<file path="config.mk">
export PLATFORM = sky130hd
export DESIGN_NAME = weight_bram_seq_ctrl
export DESIGN_NICKNAME = d
export VERILOG_FILES = /design/src/rtl/ann_ctrl_pkg.sv /design/src/rtl/weight_bram_seq_ctrl.sv
export SDC_FILE = /design/constraint.sdc
export NUM_CORES = 1
export LEC_CHECK = 0
export ABC_AREA = 1
export CORE_UTILIZATION = 29
export DETAILED_ROUTE_END_ITERATION = 8
export PLACE_DENSITY_LB_ADDON = 0.25
export REMOVE_ABC_BUFFERS = 1
export SKIP_CTS_REPAIR_TIMING = 1
export SLEW_MARGIN = 20
export SYNTH_ARGS = -nofsm -noshare
export SYNTH_HDL_FRONTEND = slang
export SYNTH_SLANG_ARGS = --single-unit
</file>
<file path="constraint.sdc">
create_clock -name CLK -period 1.34 [get_ports CLK]
set_input_delay 0.268 -clock CLK [delete_from_list [all_inputs] [get_ports CLK]]
set_output_delay 0.268 -clock CLK [all_outputs]
set_load 0.02 [all_outputs]
</file>
<file path="src/rtl/ann_ctrl_pkg.sv">
// Shared types and sizing for the ANN layer controllers.
package ann_ctrl_pkg;

  localparam int unsigned WEIGHT_DEPTH = 28;
  localparam int unsigned WEIGHT_AW    = 5;
  localparam int unsigned WEIGHT_DW    = 16;

  typedef enum logic [2:0] {
    IDLE,
    LOAD,
    READ,
    DRAIN,
    DONE
  } state_e;

endpackage

</file>
<file path="src/rtl/weight_bram_seq_ctrl.sv">
// Sequences one weight BRAM: streamed load pass and in-order read pass to the MAC.
module weight_bram_seq_ctrl
  import ann_ctrl_pkg::*;
#(
  parameter int unsigned DEPTH = WEIGHT_DEPTH,
  parameter int unsigned AW    = WEIGHT_AW,
  parameter int unsigned DW    = WEIGHT_DW
) (
  input  logic          CLK,
  input  logic          RST,
  input  logic          ld_start,
  input  logic          ld_valid,
  input  logic [DW-1:0] ld_data,
  output logic          ld_ready,
  input  logic          rd_start,
  output logic          busy,
  output logic          done,
  output logic [AW-1:0] mem_addr,
  output logic          mem_en,
  output logic          mem_we,
  output logic [DW-1:0] mem_di,
  input  logic [DW-1:0] mem_do,
  output logic [DW-1:0] w_data,
  output logic          w_valid,
  output logic [AW-1:0] w_idx,
  output logic          w_last
);

  localparam logic [AW-1:0] LAST_ADDR = AW'(DEPTH - 1);

  state_e        state_q, state_d;
  logic [AW-1:0] cnt_q, cnt_d;
  logic          done_q, done_d;
  logic          w_valid_q, w_valid_d;
  logic [AW-1:0] w_idx_q, w_idx_d;
  logic          w_last_q, w_last_d;

  // State, counter and registered MAC-side outputs
  always_ff @(posedge CLK) begin
    if (RST) begin
      state_q   <= IDLE;
      cnt_q     <= '0;
      done_q    <= 1'b0;
      w_valid_q <= 1'b0;
      w_idx_q   <= '0;
      w_last_q  <= 1'b0;
    end else begin
      state_q   <= state_d;
      cnt_q     <= cnt_d;
      done_q    <= done_d;
      w_valid_q <= w_valid_d;
      w_idx_q   <= w_idx_d;
      w_last_q  <= w_last_d;
    end
  end

  // Next state and BRAM port drive
  always_comb begin
    state_d  = state_q;
    cnt_d    = cnt_q;
    ld_ready = 1'b0;
    mem_en   = 1'b0;
    mem_we   = 1'b0;
    mem_addr = '0;
    mem_di   = '0;

    unique case (state_q)
      IDLE: begin
        if (ld_start) begin
          state_d = LOAD;
          cnt_d   = '0;
        end else if (rd_start) begin
          state_d = READ;
          cnt_d   = '0;
        end
      end
      LOAD: begin
        ld_ready = 1'b1;
        mem_en   = ld_valid;
        mem_we   = ld_valid;
        mem_addr = cnt_q;
        mem_di   = ld_data;
        if (ld_valid) begin
          if (cnt_q == LAST_ADDR) state_d = DONE;
          else                    cnt_d   = cnt_q + AW'(1);
        end
      end
      READ: begin
        mem_en   = 1'b1;
        mem_addr = cnt_q;
        if (cnt_q == LAST_ADDR) state_d = DRAIN;
        else                    cnt_d   = cnt_q + AW'(1);
      end
      DRAIN:   state_d = DONE;
      DONE:    state_d = IDLE;
      default: state_d = IDLE;
    endcase

    // A read address issued now is delivered next cycle
    w_valid_d = (state_q == READ);
    w_idx_d   = (state_q == READ) ? cnt_q : '0;
    w_last_d  = (state_q == READ) && (cnt_q == LAST_ADDR);
    done_d    = (state_d == DONE);
  end

  assign busy    = (state_q != IDLE);
  assign done    = done_q;
  assign w_valid = w_valid_q;
  assign w_idx   = w_idx_q;
  assign w_last  = w_last_q;
  assign w_data  = mem_do;

endmodule

</file>
; ---- Yosys cells after proc, flatten, opt, wreduce, memory -nomap -nowiden
; Index checks and enable logic that the tools add are counted.
[op_classes]
n_addsub = 1
multipliers = 0
div = 0
magnitude_cmp = 0
eq_ne = 7
n_shift = 0
mux = 16
n_bitwise = 1
reduce_logical = 7
[ops]
columns = cell, n
row1 = 5-bit 2-to-1 mux, 5
row2 = 16-bit 2-to-1 mux, 1
row3 = 3-bit 2-to-1 mux, 5
row4 = 5-bit case mux with 3 select lines, 1
row5 = 3-bit case mux with 4 select lines, 1
row6 = 3-bit by 2-bit equality test with 1-bit output (second input constant), 2
row7 = 3-bit nonzero test, 2
row8 = 5-bit by 1-bit adder with 5-bit output (second input constant), 1
row9 = 5-bit equality test (second input constant), 1
row10 = 2-bit OR reduction, 2
row11 = 3-bit by 1-bit equality test with 1-bit output (second input constant), 1
row12 = 3-bit equality test (second input constant), 1
row13 = 3-bit zero test, 1
row14 = 3-bit != test (second input constant), 1
row15 = 3-bit AND reduction, 1
row16 = 1-bit 2-to-1 mux, 2
row17 = 2-bit != test (second input constant), 1
row18 = 1-bit case mux with 2 select lines, 1
row19 = 1-bit logical AND, 1
row20 = 1-bit inverter, 1
[word_totals]
register_bits = 16
latchBits = 0
ram_bits = 0
rom_bits = 0
output_inout_bits = 49
mem_count = 0

; ---- Depth between registers and ports, before layout
; Gate-level depths: netlist of run 1.
[depth]
ltp_word = 5
mapped_depth = 8
mapped_depth_nobuf = 8

; ---- Least setup slack after synthesis of run 1
; Ideal clock, no wire load.
[synth_timing]
path_kind = reg2out
from = register state_q[0]
to = output mem_di[10]
arrival_ns = 1.108
required_time_ns = 1.072
path_slack_ns = -0.036
stages_incl_launch_ff = 4
n_path_buf = 1
cell_sequence = dfxtp_1 -> nand3_4 -> buf_1 -> nor2_1
[synth_via]
elab_chain_len = 2
[synth_lines]
columns = element, line
row1 = start: declaration, weight_bram_seq_ctrl.sv:31  ; state_e state_q, state_d;
row2 = start signal: assignment, weight_bram_seq_ctrl.sv:48  ; state_q <= state_d;
row3 = 3-bit by 1-bit equality test with 1-bit output, weight_bram_seq_ctrl.sv:67  ; unique case (state_q)
row4 = 16-bit 2-to-1 mux, weight_bram_seq_ctrl.sv:67
row5 = end: declaration, weight_bram_seq_ctrl.sv:21  ; output logic [DW-1:0] mem_di,
; No other way between the ends.

; ---- Final worst setup path of run 1
[layout_timing]
from = register state_q[1]
to = output mem_di[9]
; The elaborated chain is that of the path after synthesis.

==> results of run 1 <==
cell usage after synthesis:
cell type,count
a21oi_1,7
a22oi_1,1
a31oi_1,1
buf_1,1
buf_4,16
clkbuf_1,1
dfxtp_1,16
ha_1,1
inv_1,30
inv_2,4
nand2_1,12
nand2_2,2
nand2_4,3
nand3_1,7
nand3_4,2
nand4_1,3
nor2_1,35
nor2_2,1
nor2_4,2
nor3_1,2
o21ai_1,2
xnor2_1,1
flip-flops by register name, indices dropped and copies added, names as in the netlist:
name,cells
w_last,1
done,1
cnt_q,5
state_q,3
w_valid,1
w_idx,5
metrics by stage:
step	cells	setup TNS [ns]	power, mW
floorplan	132	-0.228	0.778
global placement	254	-10.36	1.06
detailed placement	254	-10.83	1.07
CTS	258	-19.09	1.40
global route	265	-6.42	1.63
finish	265	-4.08	1.54
report_power, final:
group	internal, mW	switching, mW	total (mW)	leakage (nW)
clock	0.166	0.173	0.339	0.0210
combinational	0.338	0.345	0.683	0.882
sequential	0.497	0.0245	0.521	0.133
total	1.00	0.543	1.54	1.04
critical path, cell delays in order (launching register included):
cell and delay [ns]:
dfxtp_4 0.38, inv_4 0.07, nand3_4 0.11, clkbuf_16 0.20, nor2_2 0.10, buf_6 0.12
area by class of cell:
class	instances	area, um^2	share of cell area [%]
Clock buffer	4	36.3	1.84
Timing Repair Buffer	83	815	41.3
Inverter	34	138	6.98
Tap cell	46	57.6	2.92
Multi-Input combinational cell	82	593	30.1
Sequential cell	16	334	16.9
kinds of logic after synthesis:
| family | count (synthesis) | synth area share [%] |
|---|---|---|
| and+or+nand+nor | 69 | 34.8 |
| xor gates and xnor gates | 1 | 0.871 |
| DFF | 16 | 31.8 |
| buffers and inverters | 52 | 25.4 |
| adders and majority gates | 1 | 1.24 |
| AOI/OAI and AO/OA | 11 | 5.85 |
final timing paths:
| kind | cells past startpoint | end | start |
|---|---|---|---|
| worst max-delay path | 5 | mem_di[9] | state_q[1] |
| worst min-delay path | 2 | w_last | cnt_q[4] |
| worst max register to register | 10 | cnt_q[0] | state_q[2] |
| worst min register to register | 2 | w_last | cnt_q[4] |
per-layer routing:
metal,track usage (%),up-vias,part of all wire [%]
met3,12.8,6,12
met4,5.84,2,1.1
li1,-,572,-
met5,10.0,-,1.5
met2,24.3,46,46
met1,21.8,517,40
==> metrics.md, run 1 <==
| Metric | Value |
|---|---|
| Status | `finished, violations left` |
| Failing checks | `negative setup slack` |
| WL final | `3470 um` |
| Seq/Total Area, Yosys | `31.8%` |
| Pre-CTS setup slack | `-0.537 ns` |
| Final Instance Area | `around 2000 um^2` |
| Static leakage | `1.04 nW` |
| Post-route ant nets | `0` |
| VDD IR max | `0.322 mV` |
| Clock Skews | `between 0.003 and 0.004 ns` |
| Gr usage total | `18.1%` |
| Sinks on Clock Net | `16` |
| Die area | `3710 um^2` |
| Ant diodes | `0` |
| Leading cell type in the layout, fill and taps excluded | `buf_4` |
| Syn-to-layout area delta | `96.1%` |
| GP Congestion | `0.810` |
| Most frequent cells in the layout | `buf_4 (34), inv_1 (28), clkdlybuf4s50_1 (20)` |
| Vias per Instance | `4.31` |
| Slew HR | `84.3%` |
| Cells taking the most area after synthesis | `dfxtp_1 (32%), nor2_1 (13%), buf_4 (12%)` |
| Syn. warnings | `0` |
| Hold_ws | `0.492 ns` |
| Die width | `60.9 um` |
| GRT Residual Overflow | `0` |
| # port buffers | `53` |
| Largest net degree at the start of global routing | `18` |
| Slew Limit Fails | `0` |
| Critical path class | `reg2out` |
| CP Capture Type | `output pin` |
| Post-synth top area share | `31.8%` |
| Clock tree buffer depth | `2` |
| Clock transition at path regs | `0.11 ns` |
| Initial antenna violation count | `0` |
| Worst Slack Setup Final | `-0.200 ns` |
| CTS tree | `built` |
| Seq cells post-synth | `16` |
| Worst Hold Class | `reg2reg` |
| Wire per inst | `13.1 um` |
| Cell taking the most area after synthesis | `dfxtp_1` |
| Routed vias | `1,143` |
| Arr. time, crit path | `1.27 ns` |
| Row count | `21` |
| IO Pins | `86` |
| Fraction of layout cells with a size suffix above 1 | `between 50% and 60%` |
| Core area | `3340 um^2` |
| # setup viols final | `26` |
| Worst R2R Setup Slack | `-0.02 ns` |
| Peak Freq | `650 MHz` |
| Vias in the first global route | `1,006` |
| Remaining DRCs | `0` |
| Final hold vios | `0` |
| Initial Util | `30.1%` |
| Post-Syn Area per Cell | `6.71 um^2` |
| Final net count | `258` |
| RSZ-0062 raised after global routing | `true` |
| Worst-skew pair later-pin latency | `0.29 ns` |
| DIE HEIGHT | `60.9 um` |
| Filler cell count | `318` |
| Core Util, Final | `59.1%` |
| H-tree Lvls | `1` |
| Critical path startpoint category | `register` |
| Final min period | `1.54 ns` |
| Initial drt markers | `33` |
| PwrDens | `about 780 nW/um^2` |
| Clk root buf | `clkbuf_4` |
| Post-Place Cell Area | `1650 um^2` |
| First-pass GRT wire length | `4740 um` |
| Library cells used by synthesis | `22` |
| Period utilization | `115%` |
| Gate Count Post-Synth | `150` |
| First-pass iteration count of the detailed router | `4` |
| Worst-Margin Slew | `0.236 ns` |
| Critical Path RT | `about 1.1 ns` |
| Max-Cap Viols | `0` |
| Inserted Clock Buffers | `3` |
| Hpwl dp | `2580 um` |
| Mapped cell area | `about 1000 um^2` |
| Critical path peak fanout | `8` |
No activity file was read; power rests on OpenSTA's default activity.
==> run 2: changes to the inputs <==
Settings changed: CORE_MARGIN from default to 8.
==> metrics.md, run 2 (same netlist as run 1, synthesis figures left out) <==
| Metric | Value |
|---|---|
| Gr usage total | `12.4% (was 18.1%)` |
| Routed vias | `1,113 (was 1,143)` |
| Hpwl dp | `2830 um (was 2580 um)` |
| Hold Startpoint | `cnt_q[4] (unchanged)` |
| Ant diodes | `0 (unchanged)` |
| Failing checks | `negative setup slack (unchanged)` |
| Cell Chain, Critical Path | `inv_4 > nand3_4 > buf_12 > nor2_1 > buf_4 (was inv_4 > nand3_4 > clkbuf_16 > nor2_2 > buf_6)` |
| Final instance count without filler cells | `258 (was 265)` |
| Delay-heaviest family, CP | `buffers and inverters (unchanged)` |
| Clock Skews | `0.00841 ns (was 0.00323 ns)` |
| Critical path peak fanout | `17 (was 8)` |
| Slew HR | `84.4% (was 84.3%)` |
| Reg2Reg Launch Point | `state_q[2] (unchanged)` |
| CP Capture Type | `output pin (unchanged)` |
| Final hold vios | `0 (unchanged)` |
| Vias per Instance | `4.31 (about the same)` |
| H-tree Lvls | `1 (unchanged)` |
| # setup viols final | `26 (unchanged)` |
| Most frequent cells in the layout | `inv_1 (29), buf_4 (29), clkdlybuf4s50_1 (20) (was buf_4 (34), inv_1 (28), clkdlybuf4s50_1 (20))` |
| CTS tree | `built (unchanged)` |
| Worst-Margin Slew | `0.234 ns (was 0.236 ns)` |
| Max-Cap Viols | `0 (unchanged)` |
| PwrDens | `791 nW/um^2 (was 782 nW/um^2)` |
| Period utilization | `112% (was 115%)` |
| Row count | `21 (unchanged)` |
| Initial Util | `30.1% (unchanged)` |
| Worst Hold Class | `reg2reg (unchanged)` |
| Die area | `5610 um^2 (was 3710 um^2)` |
| Remaining DRCs | `0 (unchanged)` |
| Hold_ws | `0.499 ns (was 0.492 ns)` |
| Slowest CP cell | `dfxtp_4 (unchanged)` |
| Wire per inst | `13.2 um (was 13.1 um)` |
| Sinks on Clock Net | `16 (unchanged)` |
| Worst Slack Setup Final | `-0.160 ns (was -0.200 ns)` |
| First-pass iteration count of the detailed router | `4 (unchanged)` |
| Fraction of layout cells with a size suffix above 1 | `42.0% (was 51.6%)` |
| Inserted Clock Buffers | `3 (unchanged)` |
| Initial antenna violation count | `0 (unchanged)` |
| Final net count | `251 (was 258)` |
| IO Pins | `86 (unchanged)` |
| GRT Residual Overflow | `0 (unchanged)` |
| VDD IR max | `0.379 mV (was 0.322 mV)` |
| Clk root buf | `clkbuf_4 (unchanged)` |
| RSZ-0062 raised after global routing | `true (unchanged)` |
| GP Congestion | `0.852 (was 0.810)` |
| Worst Setup SP | `state_q[2] (was state_q[1])` |
| Peak Freq | `667 MHz (was 650 MHz)` |
| Vias in the first global route | `1,055 (was 1,006)` |
| Final Instance Area | `1800 um^2 (was 1970 um^2)` |
| Core area | `3340 um^2 (unchanged)` |
| Post-route ant nets | `0 (unchanged)` |
| Clock transition at path regs | `0.10 ns (was 0.11 ns)` |
| First-pass GRT wire length | `5300 um (was 4740 um)` |
| Initial drt markers | `54 (was 33)` |
| Post-Place Cell Area | `1650 um^2 (unchanged)` |
| Largest net degree at the start of global routing | `18 (unchanged)` |
| Arr. time, crit path | `1.23 ns (was 1.27 ns)` |
| # port buffers | `53 (unchanged)` |
| Critical path startpoint category | `register (unchanged)` |
| DIE HEIGHT | `74.9 um (was 60.9 um)` |
| Critical Path RT | `1.07 ns (about the same)` |
| Worst path max stage delay | `0.38 ns (about the same)` |
| Critical path class | `reg2out (unchanged)` |
| Syn-to-layout area delta | `79.0% (was 96.1%)` |
| Static leakage | `0.982 nW (was 1.04 nW)` |
| Die width | `74.9 um (was 60.9 um)` |
| Worst R2R Setup Slack | `-0.02 ns (about the same)` |
| Cells after DPL | `254 (unchanged)` |
| Status | `finished, violations left (unchanged)` |
| Worst-skew pair later-pin latency | `0.29 ns (about the same)` |
| Clock tree buffer depth | `2 (unchanged)` |
| Final min period | `1.50 ns (was 1.54 ns)` |
| Slew Limit Fails | `0 (unchanged)` |
| WL final | `3410 um (was 3470 um)` |
| Sum of buffers and inverters on the critical path | `3 (unchanged)` |
==> run 2: worst reg2reg max path: cells and delay by family, from the launching register on <==
family,cells,cell delay [ns]
buffers and inverters,3,0.34
DFF,1,0.38
and+or+nand+nor,5,0.46
AOI/OAI and AO/OA,1,0.13
==> run 2: path summary, 6_finish.rpt <==
kind | to | depth (start not counted)
max | mem_di[2] | 5
min reg2reg | w_last | 2
min | w_last | 2
max reg2reg | cnt_q[1] | 9
==> run 2: routing by layer <==
metal / part of all wire (%) / GRT usage (%)
met5: 1.6 / 9.00
met4: 1.2 / 3.26
met3: 13 / 9.99
met2: 49 / 19.8
met1: 35 / 11.5
==> run 2: cell type report <==
| class | count | area, um^2 |
|---|---|---|
| well taps | 46 | 57.6 |
| multi-input cells | 82 | 502 |
| inverters | 34 | 138 |
| fillers | 355 | 1540 |
| repair buffers | 76 | 734 |
| clock buffers | 4 | 36.3 |
| flip-flops and latches | 16 | 333 |
==> run 2: power breakdown <==
| group | internal (mW) | leakage (nW) | switching (mW) |
|---|---|---|---|
| Combinational | 0.281 | 0.829 | 0.305 |
| Clock | 0.165 | 0.0210 | 0.155 |
| Sequential | 0.496 | 0.133 | 0.0216 |
| Total | 0.942 | 0.982 | 0.482 |
==> run 2: through the flow <==
step / util [%] / TNS [ns] / setup slack (ns) / power [mW]
floorplan: - / -0.228 / -0.0456 / 0.778
global placement: 49.5 / -10.61 / -0.547 / 1.06
detailed placement: 49.5 / -11.12 / -0.549 / 1.07
CTS: 50.6 / -19.46 / -0.755 / 1.40
global route: 54.0 / -5.65 / -0.233 / 1.52
finish: 54.0 / -3.38 / -0.160 / 1.42
